**src/rtl/fp_add_sequencer_if.sv**
```systemverilog
// Operand/result handshake bundle for the floating-point add sequencer.
// The master side supplies operands and consumes results; the slave side
// is the sequencer itself.
interface fp_add_sequencer_if #(
  parameter int EXP_N  = 8,
  parameter int FRAC_N = 23
);
  localparam int W = 1 + EXP_N + FRAC_N;

  logic         in_valid;
  logic         in_ready;
  logic [W-1:0] a;
  logic [W-1:0] b;
  logic         out_valid;
  logic         out_ready;
  logic [W-1:0] result;
  logic         overflow;
  logic         underflow;

  modport master (
    output in_valid, a, b, out_ready,
    input  in_ready, out_valid, result, overflow, underflow
  );

  modport slave (
    input  in_valid, a, b, out_ready,
    output in_ready, out_valid, result, overflow, underflow
  );
endinterface

```
**src/rtl/fp_add_sequencer.sv**
```systemverilog
// Multi-cycle floating-point adder controller. Operands are captured in IDLE,
// then one clock each is spent aligning, adding, normalising and packing the
// sum before it is offered on the result handshake. Truncating rounding only;
// denormals are flushed to zero and there is no NaN handling.
module fp_add_sequencer #(
  parameter int EXP_N  = 8,
  parameter int FRAC_N = 23
) (
  input logic               clock,
  input logic               reset,
  fp_add_sequencer_if.slave bus
);
  localparam int W  = 1 + EXP_N + FRAC_N;
  localparam int MW = FRAC_N + 2;
  localparam int EW = EXP_N + 2;
  localparam logic [EXP_N-1:0]     EXP_ONES = '1;
  localparam logic signed [EW-1:0] EXP_MAX  = signed'({2'b00, EXP_ONES});

  typedef enum logic [2:0] {
    S_IDLE, S_ALIGN, S_ADD, S_NORM, S_PACK, S_DONE
  } state_t;

  state_t                state_q, state_d;
  logic [W-1:0]          a_q, a_d, b_q, b_d;
  logic                  sign_q, sign_d, sub_q, sub_d;
  logic signed [EW-1:0]  exp_q, exp_d;
  logic [MW-1:0]         mant_q, mant_d, addend_q, addend_d;
  logic                  zero_q, zero_d;
  logic                  spec_q, spec_d, spec_ovf_q, spec_ovf_d;
  logic [W-1:0]          spec_res_q, spec_res_d;
  logic [W-1:0]          result_q, result_d;
  logic                  overflow_q, overflow_d, underflow_q, underflow_d;
  logic                  out_valid_q, out_valid_d;

  logic                  sign_a, sign_b, zero_a, zero_b, inf_a, inf_b, a_is_l;
  logic [EXP_N-1:0]      exp_a, exp_b, exp_l, exp_s, exp_diff;
  logic [W-2:0]          mag_a, mag_b;
  logic [MW-1:0]         mant_a, mant_b, mant_l, mant_s, aligned;
  logic                  spec_hit, spec_ovf;
  logic [W-1:0]          spec_res;
  logic [MW-1:0]         norm_m;
  logic signed [EW-1:0]  norm_e;
  logic                  norm_zero;
  int                    hi;

  // Field decode and magnitude ordering of the captured operands.
  assign sign_a   = a_q[W-1];
  assign sign_b   = b_q[W-1];
  assign exp_a    = a_q[W-2:FRAC_N];
  assign exp_b    = b_q[W-2:FRAC_N];
  assign zero_a   = (exp_a == '0);
  assign zero_b   = (exp_b == '0);
  assign inf_a    = (exp_a == EXP_ONES);
  assign inf_b    = (exp_b == EXP_ONES);
  assign mag_a    = zero_a ? '0 : a_q[W-2:0];
  assign mag_b    = zero_b ? '0 : b_q[W-2:0];
  assign mant_a   = zero_a ? '0 : {2'b01, a_q[FRAC_N-1:0]};
  assign mant_b   = zero_b ? '0 : {2'b01, b_q[FRAC_N-1:0]};
  assign a_is_l   = (mag_a >= mag_b);
  assign exp_l    = a_is_l ? exp_a : exp_b;
  assign exp_s    = a_is_l ? exp_b : exp_a;
  assign mant_l   = a_is_l ? mant_a : mant_b;
  assign mant_s   = a_is_l ? mant_b : mant_a;
  assign exp_diff = exp_l - exp_s;
  assign aligned  = (32'(exp_diff) >= MW) ? '0 : (mant_s >> exp_diff);

  // Infinity and double-zero operands bypass the arithmetic entirely.
  always_comb begin
    spec_hit = inf_a | inf_b | (zero_a & zero_b);
    spec_res = '0;
    spec_ovf = 1'b0;
    if (inf_a && inf_b && (sign_a != sign_b)) begin
      spec_res = {1'b0, EXP_ONES, {FRAC_N{1'b0}}};
      spec_ovf = 1'b1;
    end else if (inf_a) begin
      spec_res = {sign_a, EXP_ONES, {FRAC_N{1'b0}}};
    end else if (inf_b) begin
      spec_res = {sign_b, EXP_ONES, {FRAC_N{1'b0}}};
    end
  end

  // Normaliser: one right shift on carry-out, otherwise left to the leading one.
  always_comb begin
    norm_m    = mant_q;
    norm_e    = exp_q;
    norm_zero = 1'b0;
    hi        = 0;
    if (mant_q[MW-1]) begin
      norm_m = mant_q >> 1;
      norm_e = exp_q + EW'(1);
    end else if (mant_q == '0) begin
      norm_zero = 1'b1;
    end else begin
      for (int i = 0; i < MW - 1; i++) begin
        if (mant_q[i]) hi = i;
      end
      norm_m = mant_q << ((MW - 2) - hi);
      norm_e = exp_q - EW'((MW - 2) - hi);
    end
  end

  // Next-state and datapath register updates, one stage per state.
  always_comb begin
    state_d     = state_q;
    a_d         = a_q;
    b_d         = b_q;
    sign_d      = sign_q;
    sub_d       = sub_q;
    exp_d       = exp_q;
    mant_d      = mant_q;
    addend_d    = addend_q;
    zero_d      = zero_q;
    spec_d      = spec_q;
    spec_ovf_d  = spec_ovf_q;
    spec_res_d  = spec_res_q;
    result_d    = result_q;
    overflow_d  = overflow_q;
    underflow_d = underflow_q;
    out_valid_d = out_valid_q;
    case (state_q)
      S_IDLE: begin
        if (bus.in_valid) begin
          a_d     = bus.a;
          b_d     = bus.b;
          state_d = S_ALIGN;
        end
      end
      S_ALIGN: begin
        sign_d     = a_is_l ? sign_a : sign_b;
        sub_d      = sign_a ^ sign_b;
        exp_d      = signed'({2'b00, exp_l});
        mant_d     = mant_l;
        addend_d   = aligned;
        spec_d     = spec_hit;
        spec_res_d = spec_res;
        spec_ovf_d = spec_ovf;
        state_d    = S_ADD;
      end
      S_ADD: begin
        mant_d  = sub_q ? (mant_q - addend_q) : (mant_q + addend_q);
        state_d = S_NORM;
      end
      S_NORM: begin
        mant_d  = norm_m;
        exp_d   = norm_e;
        zero_d  = norm_zero;
        state_d = S_PACK;
      end
      S_PACK: begin
        overflow_d  = 1'b0;
        underflow_d = 1'b0;
        if (spec_q) begin
          result_d   = spec_res_q;
          overflow_d = spec_ovf_q;
        end else if (zero_q) begin
          result_d = '0;
        end else if (!exp_q[EW-1] && (exp_q >= EXP_MAX)) begin
          result_d   = {sign_q, EXP_ONES, {FRAC_N{1'b0}}};
          overflow_d = 1'b1;
        end else if (exp_q[EW-1] || (exp_q == '0)) begin
          result_d    = {sign_q, {(EXP_N + FRAC_N){1'b0}}};
          underflow_d = 1'b1;
        end else begin
          result_d = {sign_q, exp_q[EXP_N-1:0], mant_q[FRAC_N-1:0]};
        end
        state_d = S_DONE;
      end
      S_DONE: begin
        out_valid_d = 1'b1;
        if (out_valid_q && bus.out_ready) begin
          out_valid_d = 1'b0;
          overflow_d  = 1'b0;
          underflow_d = 1'b0;
          state_d     = S_IDLE;
        end
      end
      default: state_d = S_IDLE;
    endcase
  end

  // State and datapath registers; reset abandons any operation in flight.
  always_ff @(posedge clock) begin
    if (reset) begin
      state_q     <= S_IDLE;
      a_q         <= '0;
      b_q         <= '0;
      sign_q      <= 1'b0;
      sub_q       <= 1'b0;
      exp_q       <= '0;
      mant_q      <= '0;
      addend_q    <= '0;
      zero_q      <= 1'b0;
      spec_q      <= 1'b0;
      spec_ovf_q  <= 1'b0;
      spec_res_q  <= '0;
      result_q    <= '0;
      overflow_q  <= 1'b0;
      underflow_q <= 1'b0;
      out_valid_q <= 1'b0;
    end else begin
      state_q     <= state_d;
      a_q         <= a_d;
      b_q         <= b_d;
      sign_q      <= sign_d;
      sub_q       <= sub_d;
      exp_q       <= exp_d;
      mant_q      <= mant_d;
      addend_q    <= addend_d;
      zero_q      <= zero_d;
      spec_q      <= spec_d;
      spec_ovf_q  <= spec_ovf_d;
      spec_res_q  <= spec_res_d;
      result_q    <= result_d;
      overflow_q  <= overflow_d;
      underflow_q <= underflow_d;
      out_valid_q <= out_valid_d;
    end
  end

  assign bus.in_ready  = (state_q == S_IDLE);
  assign bus.out_valid = out_valid_q;
  assign bus.result    = result_q;
  assign bus.overflow  = overflow_q;
  assign bus.underflow = underflow_q;
endmodule

```
**src/flat_wrapper.sv**
```systemverilog
// flat-port wrapper written by rule: the top's interface ports become plain ports
module fp_add_sequencer_flat 
#(
  parameter int EXP_N  = 8,
  parameter int FRAC_N = 23
)
  (clock, reset, bus_in_valid, bus_a, bus_b, bus_out_ready, bus_in_ready, bus_out_valid, bus_result, bus_overflow, bus_underflow);
  fp_add_sequencer_if #(.EXP_N(EXP_N), .FRAC_N(FRAC_N)) bus_i ();
  input logic clock;
  input logic reset;
  input wire logic [$bits(bus_i.in_valid)-1:0] bus_in_valid;
  input wire logic [$bits(bus_i.a)-1:0] bus_a;
  input wire logic [$bits(bus_i.b)-1:0] bus_b;
  input wire logic [$bits(bus_i.out_ready)-1:0] bus_out_ready;
  output wire logic [$bits(bus_i.in_ready)-1:0] bus_in_ready;
  output wire logic [$bits(bus_i.out_valid)-1:0] bus_out_valid;
  output wire logic [$bits(bus_i.result)-1:0] bus_result;
  output wire logic [$bits(bus_i.overflow)-1:0] bus_overflow;
  output wire logic [$bits(bus_i.underflow)-1:0] bus_underflow;
  assign bus_i.in_valid = bus_in_valid;
  assign bus_i.a = bus_a;
  assign bus_i.b = bus_b;
  assign bus_i.out_ready = bus_out_ready;
  assign bus_in_ready = bus_i.in_ready;
  assign bus_out_valid = bus_i.out_valid;
  assign bus_result = bus_i.result;
  assign bus_overflow = bus_i.overflow;
  assign bus_underflow = bus_i.underflow;
  fp_add_sequencer #(.EXP_N(EXP_N), .FRAC_N(FRAC_N)) u_core (.clock(clock), .reset(reset), .bus(bus_i));
endmodule
```
**config.mk**
```make
export PLATFORM = sky130hd
export DESIGN_NAME = fp_add_sequencer_flat
export DESIGN_NICKNAME = d
export VERILOG_FILES = /design/src/rtl/fp_add_sequencer_if.sv /design/src/rtl/fp_add_sequencer.sv /design/src/flat_wrapper.sv
export SDC_FILE = /design/constraint.sdc
export NUM_CORES = 1
export LEC_CHECK = 0
export CORE_MARGIN = 2
export CORE_UTILIZATION = 40
export CTS_CLUSTER_DIAMETER = 50
export DETAILED_ROUTE_END_ITERATION = 10
export HOLD_SLACK_MARGIN = 0.06
export PLACE_DENSITY_LB_ADDON = 0.12
export SETUP_SLACK_MARGIN = 0.4
export SLEW_MARGIN = 40
export SYNTH_ARGS = -nofsm -noshare
export SYNTH_HDL_FRONTEND = slang
export SYNTH_SLANG_ARGS = --single-unit
```
**constraint.sdc**
```tcl
create_clock -name clock -period 8 [get_ports clock]
set_input_delay 1.2 -clock clock [delete_from_list [all_inputs] [get_ports clock]]
set_output_delay 1.2 -clock clock [all_outputs]
set_load 0.05 [all_outputs]
```
==> impl_metrics.yaml, run 1 <==
logic_synthesis:
  fraction_of_the_yosys_area_taken_by_sequential_cells_pct: 24.3
  area_share_of_the_largest_cell_type_after_synthesis_pct: 24.3
  synth-warning-count: 0
  yosys.cell_types.count: 90
  synthesis.nets: 2083
  synth_edf_count: 0
  synth_seq_cells: 168
  yosys-top-cells-area: "sky130_fd_sc_hd__dfxtp_1 24%, sky130_fd_sc_hd__nand2_1 8.1%, sky130_fd_sc_hd__a21oi_1 7.6%"
  synth.avg_cell_area_um2: 7.12
  dominantRegCellSynth: "sky130_fd_sc_hd__dfxtp_1"
  syn_inst_count: 1943
  yosysTopAreaCell: "sky130_fd_sc_hd__dfxtp_1"
  cell_area_after_synthesis_mm2: 0.0138
  postSynth.asyncResetShare_pct: 0
cts:
  post_cts.repair.setup_buffers: 0
  cts_hold_repair.buffers: 0
  cts_max_level: 4
  numClockSinks: 168
  tritoncts: "built"
  clock_latency_at_the_later_pin_of_the_worst_skew_pair_ns: 0.46
  numCtsBuffers: 17
  clk_transition_reported_paths_ns: 0.07
  root_buffer: "sky130_fd_sc_hd__clkbuf_16"
  quantity_of_gates_resized_following_cts: 0
  clock_path_buffers: 2
setup_path:
  cp-end-kind: "flop"
  worst_ep_required_time_ns: 8.38
  critical_path_arrival_ns: 6.63
  cp_max_fo: 28
  startpoint_class: "flop"
  worstSetupPathType: "flop to flop"
sta:
  finalMaxSlewViolations: 0
  final.setup.tns_ns: 0
  whs_ns: 0.466
  achievable-frequency_ghz: 0.160
  post-route-min-period_ns: 6.25
  max-slew-margin-rel_pct: 45.2
  post-route-period-util_pct: 78.1
  rsz0062_at_grt: "false"
  finalHoldViolations: 0
  setup_viol_count_final: 0
  fin_skew_ns: 0.0132
  worstMarginPinSlew_ns: 0.819
detailed_routing:
  detailedRoute.firstIterationViolations: 1238
  dr_total_vias: 14300
  wire_length_per_cell_after_detailed_routing_um: 19.9
  vias_per_cell: 5.93
  routed_wirelength_um: 47800
  antenna_violating_nets_post_route: 0
  post-route-drc-count: 0
  drt-pass1-iter-count: 5
pwr:
  power.ir.vdd_worst_mv: 0.215
  power.density_mw_per_mm2: 322
  leakagePower_nw: 5.79
  power_mw: 5.05
floorplan:
  core_region_area_mm2: 0.0343
  die_span_x_um: 190
  std_cell_rows: 68
  ioPinCount: 104
  initial_utilization_pct: 40.4
  fp.dieArea_mm2: 0.0361
  dieHeight_um: 190
cells_and_area:
  num-nets-final: 2076
  final-seq-area_mm2: 0.00336
  finalCoreUtilization_pct: 45.7
  n_antenna_cell: 0
  multi_input_area_mm2: 0.00969
  fillerInstances: 3548
  layout-drive-gt1-share_pct: 6.16
  area_delta_synth_final_pct: 13.3
grt:
  antenna_found_initial: 0
  overall_track_demand_over_capacity_in_global_routing_pct: 26.4
  grt_overflow_total: 0
  grt_pass1_vias: 13400
  grt_max_degree: 74
  wire_length_of_the_first_global_routing_pass_um: 75500
placed_design:
  dp.final_hpwl_um: 36100
  place.gp.congestion: 0.954
  io_buffers: 103
run:
  maxCapViolCount: 0
outcome:
  status: "complete, no violations"
min_path:
  min-delay-path-class: "flop to flop"
## state kept, by name, summed over array words and instances, names as in the netlist
register	count
u_core.a_q	32
u_core.b_q	32
u_core.bus.result	32
u_core.mant_q	25
u_core.addend_q	24
u_core.exp_q	10
u_core.state_q	3
u_core.spec_res_q	2
u_core.bus.out_valid	1
u_core.bus.overflow	1
u_core.bus.underflow	1
u_core.sign_q	1
u_core.spec_ovf_q	1
u_core.spec_q	1
u_core.sub_q	1
u_core.zero_q	1
## report_power, final
part           internal, mW  switching, mW
combinational          1.15           1.93
clock                 0.545          0.387
sequential            0.897          0.142
## final timing paths
kind / from / end / slack [ns] / depth (start not counted)
setup reg to reg: u_core.a_q[24] / u_core.addend_q[6] / 1.75 / 21
hold reg to reg: u_core.b_q[21] / u_core.b_q[21] / 0.47 / 2
hold / removal: u_core.b_q[21] / u_core.b_q[21] / 0.47 / 2
setup / recovery: u_core.a_q[24] / u_core.addend_q[6] / 1.75 / 21
## metal layers
| metal | wire [um] | track usage, % |
|---|---|---|
| met5 | 0 | 0 |
| met4 | 1490 | 9.60 |
| met3 | 2060 | 3.73 |
| met2 | 22400 | 44.3 |
| met1 | 21900 | 34.5 |
## cells by family after synthesis
group	count (synthesis)	share of synthesized area [%]
and+or+nand+nor	728	23.4
AOI/OAI and AO/OA	603	27.6
buffers and inverters	210	6.02
DFF	168	24.3
muxes	104	8.20
adders and majority gates	72	6.67
xor gates and xnor gates	58	3.73
## placed cells by master, fill, tap and decap left out, types with 12 or more instances in the layout
cell	instances
sky130_fd_sc_hd__clkbuf_16	17
sky130_fd_sc_hd__clkdlybuf4s50_1	102
sky130_fd_sc_hd__nand2_1	294
sky130_fd_sc_hd__and2_1	28
sky130_fd_sc_hd__a221oi_1	16
sky130_fd_sc_hd__a21oi_1	211
sky130_fd_sc_hd__o211ai_1	17
sky130_fd_sc_hd__a31oi_1	17
sky130_fd_sc_hd__nor2b_1	13
sky130_fd_sc_hd__dfxtp_1	168
sky130_fd_sc_hd__nand4_1	13
sky130_fd_sc_hd__mux2i_1	80
sky130_fd_sc_hd__nor3_1	40
sky130_fd_sc_hd__xor2_1	16
sky130_fd_sc_hd__nor4_1	18
sky130_fd_sc_hd__inv_1	58
sky130_fd_sc_hd__nor2_1	201
sky130_fd_sc_hd__xnor2_1	41
sky130_fd_sc_hd__buf_4	19
sky130_fd_sc_hd__nand3_1	57
sky130_fd_sc_hd__o21a_1	14
sky130_fd_sc_hd__a211oi_1	40
sky130_fd_sc_hd__o21ai_0	123
sky130_fd_sc_hd__a22oi_1	34
sky130_fd_sc_hd__ha_1	68
sky130_fd_sc_hd__mux2_2	17
sky130_fd_sc_hd__nand2b_1	12
## synth_stat cells (12+ instances only)
cell / n
sky130_fd_sc_hd__clkbuf_1: 116
sky130_fd_sc_hd__nor4_1: 18
sky130_fd_sc_hd__mux2i_1: 80
sky130_fd_sc_hd__ha_1: 69
sky130_fd_sc_hd__nand2_1: 298
sky130_fd_sc_hd__and2_1: 29
sky130_fd_sc_hd__buf_1: 20
sky130_fd_sc_hd__nand4_1: 13
sky130_fd_sc_hd__a211oi_1: 41
sky130_fd_sc_hd__mux2_2: 17
sky130_fd_sc_hd__a21oi_1: 211
sky130_fd_sc_hd__xnor2_1: 41
sky130_fd_sc_hd__nor2_1: 203
sky130_fd_sc_hd__nor3_1: 43
sky130_fd_sc_hd__dfxtp_1: 168
sky130_fd_sc_hd__nand3_1: 57
sky130_fd_sc_hd__o21a_1: 14
sky130_fd_sc_hd__a22oi_1: 34
sky130_fd_sc_hd__nand2b_1: 12
sky130_fd_sc_hd__a221oi_1: 16
sky130_fd_sc_hd__nor2b_1: 13
sky130_fd_sc_hd__xor2_1: 16
sky130_fd_sc_hd__o211ai_1: 17
sky130_fd_sc_hd__a31oi_1: 17
sky130_fd_sc_hd__o21ai_0: 123
sky130_fd_sc_hd__inv_1: 59
## stage by stage
step / instances / cell area, um2 / setup slack, ns
after floorplan: 1943 / 13800 / 2.24
after global placement: 2371 / 15000 / 1.55
after detailed placement: 2371 / 15000 / 1.78
after CTS: 2403 / 15700 / 1.74
after global routing: 2404 / 15700 / 1.26
final: 2404 / 15700 / 1.75
## worst max-delay path, cell delays in order (launching register included)
cell	delay, ns
sky130_fd_sc_hd__dfxtp_1	0.48
sky130_fd_sc_hd__nor4_1	0.46
sky130_fd_sc_hd__nand2_2	0.42
sky130_fd_sc_hd__and2_1	0.34
sky130_fd_sc_hd__ha_1	0.32
sky130_fd_sc_hd__a211oi_1	0.26
sky130_fd_sc_hd__nor2_1	0.09
sky130_fd_sc_hd__a2111oi_2	0.63
sky130_fd_sc_hd__a2111oi_4	0.17
sky130_fd_sc_hd__clkbuf_4	0.23
sky130_fd_sc_hd__nor2_2	0.28
sky130_fd_sc_hd__nor2_1	0.09
sky130_fd_sc_hd__a21oi_1	0.15
sky130_fd_sc_hd__ha_2	0.26
sky130_fd_sc_hd__nand3b_1	0.12
sky130_fd_sc_hd__a41oi_1	0.05
sky130_fd_sc_hd__a22o_1	0.26
sky130_fd_sc_hd__o22ai_1	0.22
sky130_fd_sc_hd__mux2_4	0.36
sky130_fd_sc_hd__nor4_4	0.61
sky130_fd_sc_hd__nand2_4	0.17
sky130_fd_sc_hd__o211ai_2	0.18
## area by class of cell
type                    count  area share, %
repair buffers            123           7.54
well taps                 455           3.63
clock inverters            12           1.18
multi-input cells        1565           61.8
clock buffers              20           2.91
flip-flops and latches    168           21.4
inverters                  61           1.48
No activity file was read; power rests on OpenSTA's default activity.
==> run 2, diff against run 1 <==
==> constraint.sdc (replaced) <==
create_clock -name clock -period 6.1 [get_ports clock]
set_input_delay 0.915 -clock clock [delete_from_list [all_inputs] [get_ports clock]]
set_output_delay 0.915 -clock clock [all_outputs]
set_load 0.05 [all_outputs]
==> run 2 against run 1 <==
  * Clock skew up 0.00059 ns
  * Global-route usage up 1.2 points
  * Combinational power up 36%
  * Critical endpoint is now u_core.addend_q[0]
  * Sequential share of layout area down 0.36 points
  * Largest power group unchanged
  * Worst setup slack worse by 0.94 ns
  * Largest cell class unchanged
  * Wire length up 4.8%
  * Critical path depth down 1
  * Hold slack about the same
==> impl_metrics.yaml, run 2 (synthesized netlist as in run 1, its figures left out) <==
cts:
  clock_latency_at_the_later_pin_of_the_worst_skew_pair_ns: 0.46
  numCtsBuffers: 17
  clock_path_buffers: 2
  cts_max_level: 4
  root_buffer: "sky130_fd_sc_hd__clkbuf_16"
  clk_transition_reported_paths_ns: 0.07
  tritoncts: "built"
  cts_hold_repair.buffers: 0
  numClockSinks: 168
detailed_routing:
  wire_length_per_cell_after_detailed_routing_um: 20.6
  routed-wl-met2_um: 23700
  dr_total_vias: 14500
  detailedRoute.firstIterationViolations: 1154
  route.met3.wl_um: 2570
  drt-pass1-iter-count: 6
  post-route-drc-count: 0
  antenna_violating_nets_post_route: 0
  vias_per_cell: 5.94
  wl_met1_um: 22300
  routed_wirelength_um: 50100
  maxUsedRoutingLayer: "met5"
pwr:
  seq_power_share_pct: 19.9
  p_sw_share_pct: 48.2
  power_switching_mw: 3.27
  power_report.internal_total_mw: 3.50
  power.density_mw_per_mm2: 425
  power.share.combinational_pct: 61.9
  power.ir.vdd_worst_mv: 0.241
  power_mw: 6.77
  clkPwrFrac_pct: 18.2
  leakagePower_nw: 5.97
cells_and_area:
  layout-drive-gt1-share_pct: 7.57
  final_area_mm2: 0.0159
  final_common_cell: "sky130_fd_sc_hd__nand2_1"
  final-seq-area_mm2: 0.00336
  area_delta_synth_final_pct: 15.2
  n_antenna_cell: 0
  multi_input_area_mm2: 0.00969
  fillerInstances: 3526
  num-nets-final: 2111
  most-common-layout-cells: "295 x sky130_fd_sc_hd__nand2_1, 211 x sky130_fd_sc_hd__a21oi_1, 201 x sky130_fd_sc_hd__nor2_1"
grt:
  overall_track_demand_over_capacity_in_global_routing_pct: 27.7
  antenna_found_initial: 1
  grt_max_degree: 65
  grt_overflow_total: 0
  wire_length_of_the_first_global_routing_pass_um: 78000
  grt_pass1_vias: 13600
placed_design:
  placed_cell_area_mm2: 0.0153
  dp.final_hpwl_um: 38000
  io_buffers: 103
  place.gp.congestion: 0.992
min_path:
  min-delay-path-class: "flop to flop"
outcome:
  status: "complete, no violations"
setup_path:
  worst_path_largest_cell_delay_ns: 0.52
  startpoint_class: "flop"
  critical_path_arrival_ns: 5.64
  worstSetupPathType: "flop to flop"
  cp_max_fo: 18
  cp-end-kind: "flop"
  worst_ep_required_time_ns: 6.45
  critical_path.slowest_cell: "sky130_fd_sc_hd__mux4_2"
  list_of_cells_traversed_by_the_critical_path: "nor4_2, nand2_4, and2_1, ha_1, nand4_1, nor4_2, a2111oi_2, buf_4, a2111oi_4, nor2_2, nor2_1, a21oi_1, ha_1, a211oi_4, xor2_2, buf_4, mux4_2, mux2i_1, o2bb2ai_1, a22o_1"
sta:
  rsz0062_at_grt: "false"
  post-route-min-period_ns: 5.29
  setup_viol_count_final: 0
  achievable-frequency_ghz: 0.189
  finalMaxSlewViolations: 0
  fin_skew_ns: 0.0138
  final.setup.tns_ns: 0
  worstMarginPinSlew_ns: 0.758
  max-slew-margin-rel_pct: 49.5
  finalHoldViolations: 0
  post-route-period-util_pct: 86.7
floorplan:
  die_span_x_um: 190
  core_region_area_mm2: 0.0343
  dieHeight_um: 190
  ioPinCount: 104
  std_cell_rows: 68
  fp.dieArea_mm2: 0.0361
  initial_utilization_pct: 40.4
run:
  maxCapViolCount: 0
-- run 2: worst paths after layout --
check / from / depth (start not counted) / slack [ns] / to
hold / removal: u_core.b_q[0] / 2 / 0.47 / u_core.b_q[0]
setup / recovery: u_core.a_q[25] / 20 / 0.81 / u_core.addend_q[0]
setup reg to reg: u_core.a_q[25] / 20 / 0.81 / u_core.addend_q[0]
hold reg to reg: u_core.b_q[0] / 2 / 0.47 / u_core.b_q[0]
-- run 2: area by class of cell --
class | count | area share [%]
clock buffer | 18 | 2.75
clock inverter | 12 | 1.25
inverter | 61 | 1.45
multi-input combinational | 1565 | 60.8
sequential | 168 | 21.1
tap | 455 | 3.57
timing repair buffer | 158 | 9.12
-- run 2: what timing repair did --
item | 4_1_cts | 5_1_grt
gates resized for setup | 0 | 4
buffers inserted | 0 | 1
setup endpoints to repair | 0 | 29
-- run 2: metrics by stage --
step	util (%)	hold slack, ns	setup slack, ns	instances
after floorplan	-	0.432	0.405	1943
after global placement	44.5	0.446	0.547	2406
after detailed placement	44.5	0.458	0.518	2406
after CTS	46.4	0.468	0.459	2436
after global routing	46.5	0.490	0.428	2437
final	46.5	0.466	0.811	2437
-- run 2: metal layers --
layer  vias to the layer above  track usage (%)
li1                       7043                -
met1                      6849             35.9
met3                        77             3.36
met5                         -                0
met4                         2             10.6
met2                       498             46.9
-- run 2: power by group through the flow --
stage                     clock network [mW]  registers, mW  logic [mW]
final                                   1.23           1.35        4.19
after global routing                    1.29           1.36        4.57
after CTS                               1.25           1.34        4.14
after detailed placement                   0           1.37        4.12
after global placement                     0           1.37        4.12
after floorplan                            0           1.27        3.11
-- run 2: critical path: cells and delay by family (launching register included) --
family	cells	cell delay [ns]
buf+inv	2	0.43
fa+ha+maj	2	0.57
compound gates	6	1.09
xor+xnor	1	0.32
flops	1	0.46
mux	2	0.68
simple gates	7	1.63
